`config.mk`:
```
export PLATFORM = sky130hd
export DESIGN_NAME = kbd_event_arbiter
export DESIGN_NICKNAME = d
export VERILOG_FILES = /design/src/rtl/kbd_arb_pkg.sv /design/src/rtl/kbd_rr_pick.sv /design/src/rtl/kbd_event_arbiter.sv
export SDC_FILE = /design/constraint.sdc
export NUM_CORES = 1
export LEC_CHECK = 0
export ABC_AREA = 1
export CAP_MARGIN = 40
export CORE_UTILIZATION = 50
export CTS_BUF_LIST = sky130_fd_sc_hd__clkbuf_16
export DETAILED_ROUTE_END_ITERATION = 6
export DONT_BUFFER_PORTS = 1
export PLACE_DENSITY = 0.66
export SLEW_MARGIN = 5
export SYNTH_ARGS = -nofsm -noshare
export SYNTH_HDL_FRONTEND = slang
export SYNTH_HIERARCHICAL = 1
export SYNTH_SLANG_ARGS = --single-unit
```
`constraint.sdc`:
```
create_clock -name clk -period 1.4 [get_ports clk]
set_input_delay 0.21 -clock clk [delete_from_list [all_inputs] [get_ports clk]]
set_output_delay 0.21 -clock clk [all_outputs]
set_load 0.01 [all_outputs]
```
`src/rtl/kbd_arb_pkg.sv`:
```
// Shared types for the keyboard event arbiter: FSM state, key event layout and widths.
package kbd_arb_pkg;

  localparam int EVT_W = 10;
  localparam int KEY_W = 11;

  typedef enum logic [1:0] {
    IDLE = 2'd0,
    EMIT = 2'd1,
    GAP  = 2'd2
  } state_t;

  typedef struct packed {
    logic       pressed;
    logic [8:0] code;
  } kbd_evt_t;

endpackage

```
`src/rtl/kbd_rr_pick.sv`:
```
// Combinational round-robin picker: first asserted request at or after ptr+1, wrapping.
module kbd_rr_pick #(
  parameter int NUM_REQ = 2,
  parameter int IDX_W   = 1
) (
  input  logic [NUM_REQ-1:0] req_i,
  input  logic [IDX_W-1:0]   ptr_i,
  output logic [NUM_REQ-1:0] grant_o,
  output logic [IDX_W-1:0]   idx_o,
  output logic               any_o
);

  logic [IDX_W-1:0] cand;

  always_comb begin
    // NOTE: every output gets a default before the loop so no path leaves it unassigned (no latch).
    grant_o = '0;
    idx_o   = '0;
    any_o   = 1'b0;
    cand    = '0;
    for (int k = 1; k <= NUM_REQ; k++) begin
      cand = IDX_W'((int'(ptr_i) + k) % NUM_REQ);
      if (!any_o && req_i[cand]) begin
        any_o         = 1'b1;
        idx_o         = cand;
        grant_o[cand] = 1'b1;
      end
    end
  end

endmodule

```
`src/rtl/kbd_event_arbiter.sv`:
```
// Round-robin arbiter sharing the ps2_key event port between NUM_REQ sources, with a guard gap per slot.
// Optional held-key release on flush is built when KBD_FLUSH_EN is defined.
module kbd_event_arbiter
  import kbd_arb_pkg::*;
#(
  parameter int  NUM_REQ    = 2,
  parameter int  GAP_CYCLES = 16,
  parameter int  GAP_W      = 8,
  localparam int IDX_W      = (NUM_REQ > 1) ? $clog2(NUM_REQ) : 1
) (
  input  logic                     clk,
  input  logic                     reset_n,
  input  logic [NUM_REQ-1:0]       req_valid,
  input  logic [NUM_REQ*EVT_W-1:0] req_data,
  output logic [NUM_REQ-1:0]       req_ready,
  input  logic [NUM_REQ-1:0]       req_flush,
  output logic [KEY_W-1:0]         ps2_key,
  output logic [IDX_W-1:0]         grant_id,
  output logic                     busy
);

  state_t           state_q, state_d;
  logic [IDX_W-1:0] ptr_q, ptr_d;
  logic [IDX_W-1:0] grant_q, grant_d;
  kbd_evt_t         evt_q, evt_d;
  logic [KEY_W-1:0] key_q, key_d;
  logic [GAP_W-1:0] cnt_q, cnt_d;

  kbd_evt_t           req_evt [NUM_REQ];
  logic [NUM_REQ-1:0] pick_grant;
  logic [IDX_W-1:0]   pick_idx;
  logic               pick_any;

  logic               flush_any;
  logic [8:0]         flush_code;

  always_comb begin
    for (int i = 0; i < NUM_REQ; i++) begin
      req_evt[i] = req_data[i*EVT_W +: EVT_W];
    end
  end

  kbd_rr_pick #(
    .NUM_REQ (NUM_REQ),
    .IDX_W   (IDX_W)
  ) u_pick (
    .req_i   (req_valid),
    .ptr_i   (ptr_q),
    .grant_o (pick_grant),
    .idx_o   (pick_idx),
    .any_o   (pick_any)
  );

  always_comb begin
    state_d   = state_q;
    ptr_d     = ptr_q;
    grant_d   = grant_q;
    evt_d     = evt_q;
    key_d     = key_q;
    cnt_d     = cnt_q;
    req_ready = '0;
    unique case (state_q)
      IDLE: begin
        // A pending flush owns the slot; no requester is offered ready meanwhile.
        if (flush_any) begin
          evt_d   = '{pressed: 1'b0, code: flush_code};
          state_d = EMIT;
        end else if (pick_any) begin
          req_ready = pick_grant;
          evt_d     = req_evt[pick_idx];
          grant_d   = pick_idx;
          ptr_d     = pick_idx;
          state_d   = EMIT;
        end
      end
      EMIT: begin
        key_d   = {~key_q[KEY_W-1], evt_q};
        cnt_d   = GAP_W'(GAP_CYCLES - 1);
        state_d = GAP;
      end
      GAP: begin
        if (cnt_q == '0) begin
          state_d = IDLE;
        end else begin
          cnt_d = cnt_q - GAP_W'(1);
        end
      end
      default: state_d = IDLE;
    endcase
  end

  always_ff @(posedge clk or negedge reset_n) begin
    if (!reset_n) begin
      state_q <= IDLE;
      ptr_q   <= '0;
      grant_q <= '0;
      evt_q   <= '0;
      key_q   <= '0;
      cnt_q   <= '0;
    end else begin
      // NOTE: non-blocking so every register samples the pre-edge values computed above.
      state_q <= state_d;
      ptr_q   <= ptr_d;
      grant_q <= grant_d;
      evt_q   <= evt_d;
      key_q   <= key_d;
      cnt_q   <= cnt_d;
    end
  end

`ifdef KBD_FLUSH_EN
  logic [NUM_REQ-1:0] held_q, held_d;
  logic [NUM_REQ-1:0] pend_q, pend_d;
  logic [8:0]         hcode_q [NUM_REQ];
  logic [8:0]         hcode_d [NUM_REQ];
  logic [IDX_W-1:0]   flush_idx;
  logic               flush_slot;

  always_comb begin
    flush_any = |pend_q;
    flush_idx = '0;
    for (int i = NUM_REQ - 1; i >= 0; i--) begin
      if (pend_q[i]) flush_idx = IDX_W'(i);
    end
    flush_code = hcode_q[flush_idx];
    flush_slot = (state_q == IDLE) && flush_any;
  end

  // Per requester: apply this cycle's accept, then the slot's own flush, then a new flush request.
  always_comb begin
    held_d  = held_q;
    pend_d  = pend_q;
    hcode_d = hcode_q;
    for (int i = 0; i < NUM_REQ; i++) begin
      if (req_ready[i] && req_valid[i]) begin
        if (req_evt[i].pressed) begin
          held_d[i]  = 1'b1;
          hcode_d[i] = req_evt[i].code;
        end else if (req_evt[i].code == hcode_q[i]) begin
          held_d[i] = 1'b0;
        end
      end
      if (flush_slot && (flush_idx == IDX_W'(i))) begin
        held_d[i] = 1'b0;
        pend_d[i] = 1'b0;
      end
      if (req_flush[i] && held_d[i]) begin
        pend_d[i] = 1'b1;
      end
    end
  end

  always_ff @(posedge clk or negedge reset_n) begin
    if (!reset_n) begin
      held_q <= '0;
      pend_q <= '0;
      // NOTE: the code array is tiny and read on flush, so it is reset rather than left unknown.
      for (int i = 0; i < NUM_REQ; i++) hcode_q[i] <= '0;
    end else begin
      held_q  <= held_d;
      pend_q  <= pend_d;
      hcode_q <= hcode_d;
    end
  end
`else
  logic unused_flush;
  assign unused_flush = ^req_flush;
  assign flush_any    = 1'b0;
  assign flush_code   = '0;
`endif

  assign ps2_key  = key_q;
  assign grant_id = grant_q;
  assign busy     = (state_q != IDLE);

endmodule

```
# Yosys cells after proc, flatten, opt, wreduce, memory -nomap -nowiden
# Index checks and enable logic that the tools add are counted.
[totals] ff_bits=32 output_inout_bits=15 word_cells=57
[op_classes] addsub=3 magnitude_cmp=5 eq_ne=5 n_mux=24 bitwise_logic=3 n_reduce_logical=11
[ops] operator="2-to-1 mux 10 bit" n=3
[ops] operator="case mux 8 bit (2 select lines)" n=1
[ops] operator="2-to-1 mux 2 bit" n=6
[ops] operator="2-to-1 mux 1 bit" n=10
[ops] operator="logical NOT 8 bit" n=1
[ops] operator="2-to-1 mux 8 bit" n=1
[ops] operator="subtractor 8 x 1 -> 8 bit (second input constant)" n=1
[ops] operator="inequality test 2 bit (second input constant)" n=3
[ops] operator="case mux 2 bit (3 select lines)" n=1
[ops] operator="AND reduction 2 bit" n=3
[ops] operator="< comparator 1 x 2 -> 1 bit (second input constant)" n=2
[ops] operator="nonzero test 2 bit" n=2
[ops] operator="logical AND 1 bit" n=3
[ops] operator="adder 1 bit (second input constant)" n=2
[ops] operator="demux 1 bit (select 1 bit)" n=2
[ops] operator="equality test 2 x 1 -> 1 bit (second input constant)" n=1
[ops] operator="equality test 2 bit (second input constant)" n=1
[ops] operator=">= comparator 1 bit (second input constant)" n=2
[ops] operator=">= comparator 2 bit (second input constant)" n=1
[ops] operator="logical NOT 2 bit" n=1
[ops] operator="NOT 1 -> 2 bit" n=1
[ops] operator="bitwise OR 2 bit" n=1
[ops] operator="logical NOT 1 bit" n=1
[ops] operator="NOT 1 bit" n=1

# Longest topological paths before layout
[logic_depth] word_depth=11 mapped_depth=8

# By module
# The synthesis kept the hierarchy.
[modules_own_cells] module="kbd_event_arbiter" n_inst=1 cells_each=182 area_per_inst_um2=1488.9 seq_area_each_um2=800.8
[modules_own_cells] module="kbd_rr_pick" n_inst=1 cells_each=7 area_per_inst_um2=31.3 seq_area_each_um2=0.0

# Worst setup path before layout
# OpenSTA, ideal clock, no wires.
[synth_path] kind="register -> register" from="register cnt_q[0]" to="register cnt_q[0]" setup_ns=0.125 arrival_ns=1.149 t_required_ns=1.275 path_slack_ns=0.126 stages_incl_launch_ff=8 synth_period_minus_slack_ns=1.274 path_cell_list="dfrtp_1 -> inv_1 -> ha_1 -> nand2_1 -> o21ai_4 -> nand2_4 -> nand2_1 -> o21ai_1"
[synth_between] elab_chain_cells=3 word_cells_on_any_way=6 classes_between="1 x add/sub; 1 x eq/ne; 2 x mux; 2 x reduce/logical"
[synth_rtl] item="from (decl)" line="kbd_event_arbiter.sv:27" source="logic [GAP_W-1:0] cnt_q, cnt_d;"
[synth_rtl] item="from (signal assigned)" line="kbd_event_arbiter.sv:107" source="cnt_q <= cnt_d;"
[synth_rtl] item="subtractor 8 x 1 -> 8 bit or logical NOT 8 bit (tied branches)" line="kbd_event_arbiter.sv:85, kbd_event_arbiter.sv:82"
[synth_rtl] item="2-to-1 mux 8 bit or inequality test 2 bit (tied branches)"
[synth_rtl] item="case mux 8 bit (2 select lines) or AND reduction 2 bit (tied branches)"
# Several ways; a longest one is shown, not always the timed one. The select of a mux whose other input is x is not followed.
# A chain may end at the register's enable or synchronous reset.

==> impl_results.md <==
* Status: finished with violations
* Failing checks: DRC
* Warning count from the yosys run at 6
* Met2 routed WL at 1386 µm
* Syn Std Cell Area at 1520 µm²
* Routability cong. at 0.8081
* # IOs at 41
* Worst Skew at 0.003357 ns
* Worst Max-Slew Pin Slew at 0.2773 ns
* GRT Util Overall at 20.97%
* Fraction of the yosys area taken by sequential cells at 52.67%
* Fin cells at 233
* Initial antenna violation count at 0
* Total grt overflow at 0
* Cts bufs inserted at 5
* DRT Wirelength at 3038 µm
* CTS root buffer: clkbuf_16
* Fin. Hold Viols at 0
* First-pass GRT wire length at 5147 µm
* Setup Crit Path Kind: flip-flop to primary output
* Worst min path class: input port to flip-flop
* Yosys reg bits at 32
* Total power at 4.573 mW
* FP Rows at 19
* Mapped Avg Cell Area at 8.043 µm²
* Unique masters post-synth at 22
* Max layer used: met4
* WL/cell at 13.04 µm
* H-tree levels at 2
* Achievable frequency at 0.7593 GHz
* Final setup fails at 0
* CTS Buffer Depth at 2
* ANT nets after route at 0
* Compound-Gate Fraction of Synth Area at 9.465%
* Final worst slack at 0.08302 ns
* Post-synth EDFFs at 0
* Dominant synthesized flop cell: dfrtp_1
* Die height at 57.14 µm
* Drt pass-1 iters at 6
* Mapped Cells at 189
* IO buf count at 0
* Pre-CTS setup slack at -0.06317 ns
* Largest net degree at the start of global routing at 33
* Share of the synthesized area in the top cell type at 52.67%
* DR WL met3 at 204 µm
* DRT iter0 DRCs at 65
* Mux cell area share after synthesis at 0%
* Static Leak at 0.8706 nW
* Slew headroom at 81.45%
* Most instantiated cells after synthesis: nand2_1 (75), dfrtp_1 (32), nor2_1 (19), inv_1 (13), a31oi_1 (10)
* Max Cap Viol at 0
* Clock slew at reported path FFs at 0.05 ns
* Core box area at 2829 µm²
* Initial Util at 53.74%
* Via density at 5.348
* Largest family of logic cells by synthesized area: simple AND/OR/NAND/NOR gates
* Minimum clock period at 1.317 ns
* Critical Path Start Type: flip-flop
* Post-Synth XOR/XNOR Area at 1.728%
* Total Die Area at 3265 µm²
* Syn_nets at 216
* Layout cell share with drive strength beyond 1 at 18.32%
* Max VDD drop at 1426 µV
* Die width at 57.14 µm
* CTS tree: yes
* # diodes at 0
* Required time of the critical path at 1.19 ns
* Worst setup EP type: primary output
* HPWL after detailed placement at 2142 µm
* Critical Path Fanout Max at 5
* Pwr Density at 2521 nW/µm²
* # DRC at 6
* Slew Limit Fails at 0
* Synth async-reset ratio at 100.0%
* Vias in the first global route at 1183
* Top post-synthesis cells by area: dfrtp_1 (53%), nand2_1 (19%), nor2_1 (4.7%)
* WL met1 at 1414 µm
* Final core utilization at 64.13%
* Cell with the most instances after synthesis: nand2_1
* Clk_lat worst skew at 0.27 ns
* Placed cell count at 216
* Via count at 1246
* Synth Area in Adders at 0.8230%
* Synth area leader: dfrtp_1
* Clk sinks at 32
* Nets at 228
* Data arrival, critical path at 1.11 ns
* Simple-Gate Fraction of Synth Area at 29.88%
* Fraction of the cycle the final worst path needs at 94.07%
* Synthesis-to-finish area growth at 19.34%
-- metrics by stage --
stage	setup TNS (ns)	hold WS, ns	cell area [µm²]
floorplan	0	-0.08559	1520
global placement	-0.005677	-0.08490	1544
detailed placement	-0.06317	-0.08477	1544
CTS	-0.04612	0.08076	1757
global route	-0.005580	0.09218	1814
finish	0	0.08604	1814
-- cells in the final DEF, fill, tap and decap left out, drive strengths merged --
cell type | Yosys | routed
clkbuf | 2 | 5
o21ai | 11 | 11
buf | 4 | 10
dlygate4sd3 | 0 | 1
xor2 | 3 | 3
clkinvlp | 0 | 1
a31oi | 10 | 10
a21oi | 3 | 3
clkinv | 0 | 2
inv | 14 | 13
or2 | 2 | 2
ha | 1 | 1
nand2 | 77 | 77
dfrtp | 32 | 32
bufinv | 0 | 1
nor2 | 24 | 24
nand3 | 6 | 6
-- routing by layer --
| layer | up-vias | global-route usage, % |
|---|---|---|
| met4 | 0 | 6.272 |
| met3 | 5 | 7.483 |
| met5 | - | 0 |
| met1 | 581 | 28.40 |
| met2 | 40 | 31.93 |
| li1 | 620 | - |
-- sequential cells by signal (all words and copies together), names as in the netlist --
signal / cells
cnt_q: 8
ps2_key: 11
grant_id: 1
state_q: 2
evt_q: 10
-- cells by family after synthesis --
family / Yosys count
and+or+nand+nor: 109
DFF: 32
AOI/OAI and AO/OA: 24
adders and majority gates: 1
xor gates and xnor gates: 3
buffers and inverters: 20
-- worst paths after layout --
path	to	cells after the start	from	slack [ns]
worst max-delay path	req_ready[1]	3	grant_id	0.08
worst min-delay path	evt_q[8]	2	req_data[18]	0.09
worst max register to register	ps2_key[1]	6	state_q[0]	0.09
worst min register to register	ps2_key[7]	2	evt_q[7]	0.49
max in group asynchronous	grant_id	2	reset_n	0.83
min in group asynchronous	cnt_q[6]	2	reset_n	0.39
-- repair_timing --
action | CTS | global route
hold buffers | 2 | 0
setup endpoints to repair | 6 | 26
pin swaps | 0 | 3
setup buffers | 1 | 6
resized for setup | 3 | 9
endpoints found under the hold margin | 32 | 0
-- power by group --
group / leakage [nW] / internal (mW) / total [mW] / switching, mW
sequential: 0.380 / 1.37 / 1.76 / 0.393
combinational: 0.406 / 0.616 / 1.62 / 1.00
clock: 0.0850 / 0.828 / 1.20 / 0.368
total: 0.871 / 2.81 / 4.57 / 1.76
-- critical path: stages, from the launching register on --
cell,delay (ns)
dfrtp_2,0.45
a21oi_1,0.15
nand2_1,0.08
nor2_2,0.16
-- cell type report --
cell class                      instances  area (µm²)
Fill cell                             244        1015
Clock inverter                          3       38.79
Multi-Input combinational cell        137       654.4
Clock buffer                            5       125.1
Tap cell                               31       38.79
Sequential cell                        32       802.0
Inverter                               14       57.56
Timing Repair Buffer                   11       97.59
No activity file was read; power rests on OpenSTA's default activity.
